[src/rtl/host_descriptor_arbiter_pkg.sv]
// Shared widths, FSM encoding and FIFO entry layout for the host descriptor arbiter.
package host_descriptor_arbiter_pkg;

    localparam int DESC_W  = 57;
    localparam int BUFID_W = 9;
    localparam int ENTRY_W = DESC_W + 1;

    typedef enum logic {
        ARB_S = 1'b0,
        ACK_S = 1'b1
    } arb_state_e;

    typedef struct packed {
        logic              flag;
        logic [DESC_W-1:0] desc;
    } fifo_entry_t;

    function automatic logic [BUFID_W-1:0] desc_bufid(input logic [DESC_W-1:0] desc);
        return desc[BUFID_W-1:0];
    endfunction

endpackage

[src/rtl/host_descriptor_arbiter_fifo.sv]
// descriptor_fifo: synchronous first-word-fall-through FIFO holding {flag, descriptor} entries.
module descriptor_fifo
    import host_descriptor_arbiter_pkg::*;
#(
    parameter int DEPTH = 4,
    parameter int AW    = 2,
    parameter int WIDTH = ENTRY_W
) (
    input  logic             clk_sys,
    input  logic             reset,
    input  logic             wr_i,
    input  logic [WIDTH-1:0] wdata_i,
    input  logic             rd_i,
    output logic [WIDTH-1:0] rdata_o,
    output logic             empty_o,
    output logic             full_o,
    output logic [AW:0]      used_o
);

    logic [WIDTH-1:0] mem_q [DEPTH];
    logic [AW-1:0]    wr_ptr_q, wr_ptr_d;
    logic [AW-1:0]    rd_ptr_q, rd_ptr_d;
    logic [AW-1:0]    head_ptr;
    logic [AW:0]      used_q, used_d;
    logic             wr_en, rd_en;

    assign empty_o = (used_q == '0);
    assign full_o  = (used_q == (AW+1)'(DEPTH));
    assign wr_en   = wr_i && !full_o;
    assign rd_en   = rd_i && !empty_o;
    assign used_o  = used_q;

    always_comb begin
        wr_ptr_d = wr_en ? wr_ptr_q + 1'b1 : wr_ptr_q;
        rd_ptr_d = rd_en ? rd_ptr_q + 1'b1 : rd_ptr_q;
        used_d   = used_q;
        case ({wr_en, rd_en})
            2'b10:   used_d = used_q + 1'b1;
            2'b01:   used_d = used_q - 1'b1;
            default: used_d = used_q;
        endcase
    end

    // When empty, keep showing the slot just popped so the head value holds.
    assign head_ptr = empty_o ? rd_ptr_q - 1'b1 : rd_ptr_q;
    assign rdata_o  = mem_q[head_ptr];

    always_ff @(posedge clk_sys or posedge reset) begin
        if (reset) begin
            for (int i = 0; i < DEPTH; i++) begin
                mem_q[i] <= '0;
            end
            wr_ptr_q <= '0;
            rd_ptr_q <= '0;
            used_q   <= '0;
        end else begin
            if (wr_en) begin
                mem_q[wr_ptr_q] <= wdata_i;
            end
            wr_ptr_q <= wr_ptr_d;
            rd_ptr_q <= rd_ptr_d;
            used_q   <= used_d;
        end
    end

endmodule

[src/rtl/host_descriptor_arbiter.sv]
// Round-robin arbiter collecting per-port descriptor writes into a FWFT FIFO for the host path.
// Optional statistics ports are enabled by defining HOST_DESCRIPTOR_ARB_STAT_EN.
//
// state | meaning
// ARB_S | look for a requester; grant, push and ack it when the FIFO has room
// ACK_S | ack pulse is out, granted port still holds wr, so no grant this cycle
module host_descriptor_arbiter
    import host_descriptor_arbiter_pkg::*;
#(
    parameter int PORT_NUM   = 4,
    parameter int FIFO_DEPTH = 4,
    parameter int FIFO_AW    = 2
) (
    input  logic                       clk_sys,
    input  logic                       reset,
    input  logic [PORT_NUM-1:0]        iv_descriptor_wr,
    input  logic [DESC_W*PORT_NUM-1:0] iv_descriptor,
    input  logic [PORT_NUM-1:0]        iv_inverse_map_lookup_flag,
    output logic [PORT_NUM-1:0]        ov_descriptor_ack,
    output logic                       o_descriptor_wr,
    output logic [DESC_W-1:0]          ov_descriptor,
    output logic                       o_inverse_map_lookup_flag,
    input  logic                       i_descriptor_ready,
    output logic [FIFO_AW:0]           ov_fifo_used
`ifdef HOST_DESCRIPTOR_ARB_STAT_EN
    ,
    output logic [15:0]                ov_forward_cnt,
    output logic [FIFO_AW:0]           ov_fifo_peak_used
`endif
);

    localparam int PTR_W = (PORT_NUM > 1) ? $clog2(PORT_NUM) : 1;

    typedef logic [PORT_NUM-1:0][DESC_W-1:0] desc_vec_t;

    desc_vec_t           desc_arr;
    arb_state_e          state_q;
    logic [PTR_W-1:0]    rr_ptr_q;
    logic [PORT_NUM-1:0] ack_q;

    logic                grant_vld;
    logic [PTR_W-1:0]    grant_idx;
    logic [PTR_W-1:0]    rr_ptr_d;
    logic [PTR_W:0]      cand_sum;
    logic [PTR_W-1:0]    cand_idx;
    logic                push;
    logic                pop;
    fifo_entry_t         push_entry;
    fifo_entry_t         head_entry;
    logic                fifo_empty;
    logic                fifo_full;
    logic [FIFO_AW:0]    fifo_used;

    assign desc_arr = iv_descriptor;

    // Scan from the highest offset down so the nearest requester at/after rr_ptr wins.
    always_comb begin
        grant_vld = 1'b0;
        grant_idx = '0;
        cand_sum  = '0;
        cand_idx  = '0;
        for (int i = PORT_NUM - 1; i >= 0; i--) begin
            cand_sum = {1'b0, rr_ptr_q} + (PTR_W+1)'(i);
            if (cand_sum >= (PTR_W+1)'(PORT_NUM)) begin
                cand_sum = cand_sum - (PTR_W+1)'(PORT_NUM);
            end
            cand_idx = cand_sum[PTR_W-1:0];
            if (iv_descriptor_wr[cand_idx]) begin
                grant_vld = 1'b1;
                grant_idx = cand_idx;
            end
        end
    end

    assign rr_ptr_d = (grant_idx == PTR_W'(PORT_NUM - 1)) ? '0 : grant_idx + 1'b1;
    assign push     = (state_q == ARB_S) && grant_vld && !fifo_full;
    assign pop      = o_descriptor_wr && i_descriptor_ready;

    always_comb begin
        push_entry      = '0;
        push_entry.flag = iv_inverse_map_lookup_flag[grant_idx];
        push_entry.desc = desc_arr[grant_idx];
    end

    always_ff @(posedge clk_sys or posedge reset) begin
        if (reset) begin
            state_q  <= ARB_S;
            rr_ptr_q <= '0;
            ack_q    <= '0;
        end else begin
            case (state_q)
                ARB_S: begin
                    if (push) begin
                        ack_q    <= PORT_NUM'(1) << grant_idx;
                        rr_ptr_q <= rr_ptr_d;
                        state_q  <= ACK_S;
                    end else begin
                        ack_q <= '0;
                    end
                end
                ACK_S: begin
                    ack_q   <= '0;
                    state_q <= ARB_S;
                end
                default: begin
                    ack_q   <= '0;
                    state_q <= ARB_S;
                end
            endcase
        end
    end

    descriptor_fifo #(
        .DEPTH (FIFO_DEPTH),
        .AW    (FIFO_AW),
        .WIDTH (ENTRY_W)
    ) u_fifo (
        .clk_sys (clk_sys),
        .reset   (reset),
        .wr_i    (push),
        .wdata_i (push_entry),
        .rd_i    (pop),
        .rdata_o (head_entry),
        .empty_o (fifo_empty),
        .full_o  (fifo_full),
        .used_o  (fifo_used)
    );

    assign ov_descriptor_ack         = ack_q;
    assign o_descriptor_wr           = !fifo_empty;
    assign ov_descriptor             = head_entry.desc;
    assign o_inverse_map_lookup_flag = head_entry.flag;
    assign ov_fifo_used              = fifo_used;

`ifdef HOST_DESCRIPTOR_ARB_STAT_EN
    logic [15:0]      fwd_cnt_q;
    logic [FIFO_AW:0] peak_q;

    always_ff @(posedge clk_sys or posedge reset) begin
        if (reset) begin
            fwd_cnt_q <= '0;
            peak_q    <= '0;
        end else begin
            if (pop) begin
                fwd_cnt_q <= fwd_cnt_q + 16'd1;
            end
            if (fifo_used > peak_q) begin
                peak_q <= fifo_used;
            end
        end
    end

    assign ov_forward_cnt    = fwd_cnt_q;
    assign ov_fifo_peak_used = peak_q;
`else
    // Statistics counters are not built in this configuration.
`endif

endmodule

[config.mk]
export PLATFORM = sky130hd
export DESIGN_NAME = host_descriptor_arbiter
export DESIGN_NICKNAME = d
export VERILOG_FILES = /design/src/rtl/host_descriptor_arbiter_pkg.sv /design/src/rtl/host_descriptor_arbiter_fifo.sv /design/src/rtl/host_descriptor_arbiter.sv
export SDC_FILE = /design/constraint.sdc
export NUM_CORES = 1
export LEC_CHECK = 0
export BUFFER_PORTS_ARGS = -buffer_cell sky130_fd_sc_hd__buf_2
export CAP_MARGIN = 10
export CORE_ASPECT_RATIO = 1.75
export CORE_MARGIN = 4
export CORE_UTILIZATION = 40
export CTS_BUF_LIST = sky130_fd_sc_hd__clkbuf_8
export DETAILED_ROUTE_END_ITERATION = 12
export HOLD_SLACK_MARGIN = 0.15
export PLACE_DENSITY = 0.61
export SYNTH_ARGS = -nofsm -noshare
export SYNTH_HDL_FRONTEND = slang
export SYNTH_SLANG_ARGS = --single-unit
[constraint.sdc]
create_clock -name clk_sys -period 24.8 [get_ports clk_sys]
set_input_delay 4.96 -clock clk_sys [delete_from_list [all_inputs] [get_ports clk_sys]]
set_output_delay 4.96 -clock clk_sys [all_outputs]
set_load 0.005 [all_outputs]
# Yosys cells after proc, flatten, opt, wreduce, memory -nomap -nowiden
# Cells that the tools add are included.
dict set report classes {
  shift 1
  magnitude_cmp 12
  reduce_logical 11
  addsub 13
  muxes 37
  eq_ne 4
  bitwise 3
}
# operator count
set ops {}
lappend ops {{bitwise mux 232 bit} 1}
lappend ops {{2-to-1 mux 58 bit} 3}
lappend ops {{binary-select mux 58 bit (select 2 bit)} 1}
lappend ops {{demux 58 bit (select 2 bit)} 1}
lappend ops {{binary-select mux 57 bit (select 2 bit)} 1}
lappend ops {{2-to-1 mux 57 bit} 1}
lappend ops {{2-to-1 mux 2 bit} 10}
lappend ops {{>= comparator 3 bit, second input constant} 5}
lappend ops {{< comparator 2 x 3 -> 1 bit, second input constant} 5}
lappend ops {{binary-select mux 1 bit (select 2 bit)} 5}
lappend ops {{2-to-1 mux 1 bit} 10}
lappend ops {{subtractor 2 x 1 -> 2 bit, second input constant} 5}
lappend ops {{one-hot mux 4 bit (2 select lines)} 1}
lappend ops {{adder 2 x 1 -> 2 bit, second input constant} 3}
lappend ops {{adder 2 x 2 -> 3 bit, second input constant} 2}
lappend ops {{logical AND 1 bit} 6}
lappend ops {{NOT 2 -> 3 bit} 2}
lappend ops {{one-hot mux 3 bit (2 select lines)} 1}
lappend ops {{== test 2 bit, second input constant} 2}
lappend ops {{2-to-1 mux 4 bit} 1}
lappend ops {{left shift 1 x 2 -> 4 bit, first input constant} 1}
lappend ops {{adder 2 x 1 -> 3 bit, second input constant} 1}
lappend ops {{adder 3 x 1 -> 3 bit, second input constant} 1}
lappend ops {{== test 3 bit, second input constant} 1}
lappend ops {{other kinds (10)} 11}
dict set report word_totals {
  word_cells 91
  regBits 246
  input_bits 239
}

# Logic depth before layout (Yosys ltp)
dict set report depth {
  depth_word 14
  mapped_depth 10
  depth_no_buf 8
}

# Hierarchy
# From an unflattened synthesis, not the netlist that was laid out.
dict set report unflattened {
  hier_cells 1163
  area_unflattened_um2 14037.2
}
# mod area_per_inst_um2 seq_area_each_um2 n_inst cells_per_inst
set by_module_without_submodules {}
lappend by_module_without_submodules {descriptor_fifo 11674.9 5980.7 1 936}
lappend by_module_without_submodules {host_descriptor_arbiter 2362.3 175.2 1 227}

# Worst setup path before layout
# No wires, ideal clock.
dict set report synth_timing {
  path_type {in2reg}
  start {input iv_descriptor_wr[3]}
  end {register u_fifo.used_q[2] (netlist: u_fifo.used_o[2])}
  path_buffers 2
  stages 10
  t_required_ns 24.674
  setup_time_ns 0.126
  t_arrival_ns 6.865
  path_slack_ns 17.809
  cell_sequence {nor4_1 -> a211oi_2 -> buf_2 -> buf_1 -> inv_1 -> ha_1 -> fa_1 -> xnor2_1 -> nor2_1 -> xor2_1}
}
dict set report synth_via {
  elab_chain_cells 11
  word_cells_on_any_way 19
  classes_between {eq/ne (2); mux (13); reduce/logical (4)}
}
# element line
set synth_lines {}
lappend synth_lines {{from (decl)} host_descriptor_arbiter.sv:16} ;# input logic [PORT_NUM-1:0] iv_descriptor_wr,
lappend synth_lines {{binary-select mux 1 bit (select 2 bit)} host_descriptor_arbiter.sv:68} ;# if (iv_descriptor_wr[cand_idx]) begin
lappend synth_lines {{2-to-1 mux 1 bit (not written as such)} host_descriptor_arbiter.sv:68}
lappend synth_lines {{2-to-1 mux 1 bit (3 in a row)} host_descriptor_arbiter.sv:68}
lappend synth_lines {{2-to-1 mux 1 bit *} host_descriptor_arbiter.sv:68}
lappend synth_lines {{logical AND 1 bit * (2 in a row)} host_descriptor_arbiter.sv:76} ;# assign push = (state_q == ARB_S) && grant_vld && !fifo_full;
lappend synth_lines {{logical AND 1 bit *} host_descriptor_arbiter_fifo.sv:29} ;# assign wr_en = wr_i && !full_o;
lappend synth_lines {{== test 2 x 1 -> 1 bit / == test 2 bit (equally long branches)} host_descriptor_arbiter_fifo.sv:37} ;# case ({wr_en, rd_en})
lappend synth_lines {{one-hot mux 3 bit (2 select lines) / nonzero test 2 bit (equally long branches)} n/a}
lappend synth_lines {{to (signal assigned)} host_descriptor_arbiter_fifo.sv:62} ;# used_q <= used_d;
lappend synth_lines {{to (decl)} host_descriptor_arbiter_fifo.sv:24} ;# logic [AW:0] used_q, used_d;
# Mark *: on every way between the ends. The rest lies on a longest branch, timed or not. The select of a mux whose other input is x is not followed.
# A chain may end at the register's enable or synchronous reset.

# Final worst setup path
dict set report layout_timing {
  start {register u_fifo.used_q[2] (netlist: u_fifo.used_o[2])}
  end {output ov_descriptor[21]}
}
dict set report layout_via {
  elab_chain_cells 6
}
# element line
set layout_lines {}
lappend layout_lines {{zero test 3 bit} host_descriptor_arbiter_fifo.sv:27} ;# assign empty_o = (used_q == '0);
lappend layout_lines {{2-to-1 mux 2 bit} host_descriptor_arbiter_fifo.sv:45} ;# assign head_ptr = empty_o ? rd_ptr_q - 1'b1 : rd_ptr_q;
lappend layout_lines {{NOT 2 -> 3 bit (not written as such)} host_descriptor_arbiter_fifo.sv:46} ;# assign rdata_o = mem_q[head_ptr];
lappend layout_lines {{binary-select mux 58 bit (select 2 bit)} host_descriptor_arbiter_fifo.sv:46}
lappend layout_lines {{2-to-1 mux 58 bit (not written as such) (2 in a row)} host_descriptor_arbiter_fifo.sv:46}
lappend layout_lines {{to (decl)} host_descriptor_arbiter.sv:21} ;# output logic [DESC_W-1:0] ov_descriptor,
# No other way between the ends. The select of a mux whose other input is x is not followed.

==> metrics.md <==
| Metric | Value |
|---|---|
| Status | complete, no violations |
| Hold WC Path Type | reg -> reg |
| Hold Buf Count CTS | 0 |
| TritonRoute pass-1 iters | 5 |
| Crit path capture type | output port |
| Final GP Congestion | ~0.8 |
| Setup TNS | 0 ns |
| Yosys warning count | 0 |
| Post-DP HPWL | between 20000 and 30000 um |
| Register area share after synthesis | approximately half |
| Clock buffer depth | 3 |
| Worst setup margin | 16.79 ns |
| Most used DFF post-synth | dfrtp_1 |
| Non-Filler Instances | 1739 |
| Final core area utilization | about 49% |
| Critical path startpoint | u_fifo.used_o[2] |
| Die W | between 100 and 150 um |
| RSZ-0062 raised after global routing | false |
| Wirelength per Cell | around 24 um |
| Slew @ Worst Pin | about 1.0 ns |
| Max Slew Vio Count | 0 |
| Post-DP Area | around 14000 um^2 |
| Hold path start | u_fifo.mem_q[146] |
| Total GRT Usage | about a quarter |
| Yosys reg bits | roughly 250 |
| CTS tree | done |
| Clock transition at path regs | roughly 0.060 ns |
| CP top delay family | buffers and inverters |
| Std-Cell Rows | 85 |
| Count of final setup violators | 0 |
| MaxCap Viol Count | 0 |
| Period minus WS final | 8.01 ns |
| Vias in the first global route | 11300 |
| Die Area | around 34000 um^2 |
| H-tree level count | 2 |
| Final nets | around 1600 |
| Worst reg2reg startpoint | rr_ptr_q[0] |
| Syn_area_per_cell | 11.8 um^2 |
| Syn Nets | 1300 |
| Syn Inst Count | ~1100 |
| First-pass GRT wire length | approximately 64000 um |
| GR Overflow Total | 0 |
| Post-route cell area | around 15000 um^2 |
| Routed wire length | ~42000 um |
| Cell area after synthesis | approximately 12000 um^2 |
| Core box area | 30700 um^2 |
| Layout cells sized above 1 | 33.9% |
| Leak | just over 7 nW |
| PwrDens | 145 nW/um^2 |
| Fmax | approximately 0.12 GHz |
| Cts bufs inserted | 40 |
| Yosys cell types | 28 |
| Clock Sinks | between 200 and 250 |
| Post CTS Setup Buffer Count | 0 |
| Post-synth EDFFs | 0 |
| Skew final | approximately 0.024 ns |
| Ports | about 310 |
| Total power | 2.18 mW |
| Drt drc | 0 |
| Post-route ant nets | 0 |
| Final Hold Viols | 0 |
| Starting Density | 40.5% |
| Worst path required time | between 15 and 20 ns |
| Port Buffers | 304 |
| DP Cell Count | roughly 1700 |
| Number of vias per cell | between 6 and 7 |
| Commonest non-fill, non-tap cell in the layout | buf_2 |
| Relative slew slack | 30.2% |
| Largest net degree at the start of global routing | 100 |
| Bufs and invs on worst path | 2 |
| Fraction of registers with async set/reset | 100% |
| Number of antenna violations at the first check in global routing | 1 |
| Root Driver | clkbuf_8 |
| Vias | between 10000 and 15000 |
| DR iter-0 viols | 740 |
| Maximum VDD drop | 101 uV |
| Critical Path, Cell by Cell | or3_1, xor2_4, buf_4, mux4_2, buf_2 |
| Post_cts resized | 0 |
| CP max stage delay | ~0.64 ns |
| Final period utilization | about a third |
| Pre-CTS WS | between 15 and 20 ns |
| Worst-path fanout max | 30 |
| Layout area overhead | 20.9% |
| Crit path kind | reg -> out |
| Crit-path slowest cell | mux4_2 |
| Worst skew pair latency | roughly 0.57 ns |
| Commonest non-fill, non-tap cells in the layout | buf_2, dfrtp_1, nand2_1 |
| Type of origin of the critical path | flip-flop |
| Critical Path AT | approximately 3 ns |
| Die Height | 241 um |
| Hold slack final | 0.483 ns |
| Number of fillers in the final layout | roughly 2800 |
==> registers in the layout, summed over array words and instances, names as in the netlist <==
signal and flops:
u_fifo.mem_q 232, rr_ptr_q 2, state_q 1, u_fifo.wr_ptr_q 2, u_fifo.used_o 3, ov_descriptor_ack 4, u_fifo.rd_ptr_q 2
==> synthesized netlist by cell type, drive strengths merged (3+ instances only) <==
| cell | count | area, um^2 |
|---|---|---|
| and2 | 6 | 37.5 |
| buf | 51 | 268 |
| clkbuf | 49 | 184 |
| dfrtp | 246 | 6160 |
| ha | 9 | 113 |
| inv | 8 | 30.0 |
| mux2i | 116 | 1160 |
| mux4 | 58 | 1310 |
| nand2 | 240 | 901 |
| nand3 | 8 | 40.0 |
| nor2 | 4 | 15.0 |
| nor2b | 3 | 18.8 |
| o21ai | 4 | 20.0 |
| o221ai | 232 | 2030 |
| xnor2 | 5 | 43.8 |
| xor2 | 3 | 33.8 |
==> area by class of cell <==
cell class	instances	area [um^2]	share of cell area, %
antenna	1	2.50	0.0166
clock buffer	53	729	4.85
clock inverter	19	78.8	0.524
inverter	8	37.5	0.249
multi-input combinational	697	5890	39.1
sequential	246	6160	40.9
tap	391	489	3.25
timing repair buffer	324	1670	11.1
==> logic make-up after synthesis <==
logic type	share of synthesized area, %
adder cells (fa/ha/maj)	1.07
AND/OR/NAND/NOR	8.23
flip-flops	49.5
buffers and inverters	3.87
XOR/XNOR	0.623
multiplexers	19.9
AO/OA/AOI/OAI	16.8
==> routing by layer <==
| layer | routed length, um | global-route usage, % |
|---|---|---|
| met4 | 1300 | 9.02 |
| met2 | 22000 | 43.1 |
| met3 | 3000 | 3.34 |
| met1 | 15600 | 29.6 |
| met5 | 0 | 0 |
==> final timing paths <==
check                                    end  slack, ns  cells past startpoint
max                        ov_descriptor[21]      16.79                      5
min                        u_fifo.mem_q[146]       0.48                      2
max reg2reg                 u_fifo.mem_q[72]      21.46                      6
min reg2reg                u_fifo.mem_q[146]       0.48                      2
max in group asynchronous  u_fifo.mem_q[138]      18.79                      3
min in group asynchronous  u_fifo.mem_q[121]       4.50                      2
==> worst reg2reg max path, cell delays in order, from the launching register on <==
cell      delay (ns)
dfrtp_1         0.42
nor2b_1         0.17
a211o_1         0.12
and2_4          0.76
buf_4           0.95
mux2i_1         0.58
o221ai_1        0.20
==> report_power, final <==
part	switching (mW)	internal [mW]	total, mW
registers	0.103	0.594	0.697
clock network	0.163	0.191	0.354
logic	0.620	0.509	1.13
total	0.886	1.29	2.18
Power figures use the tool's default switching activity.
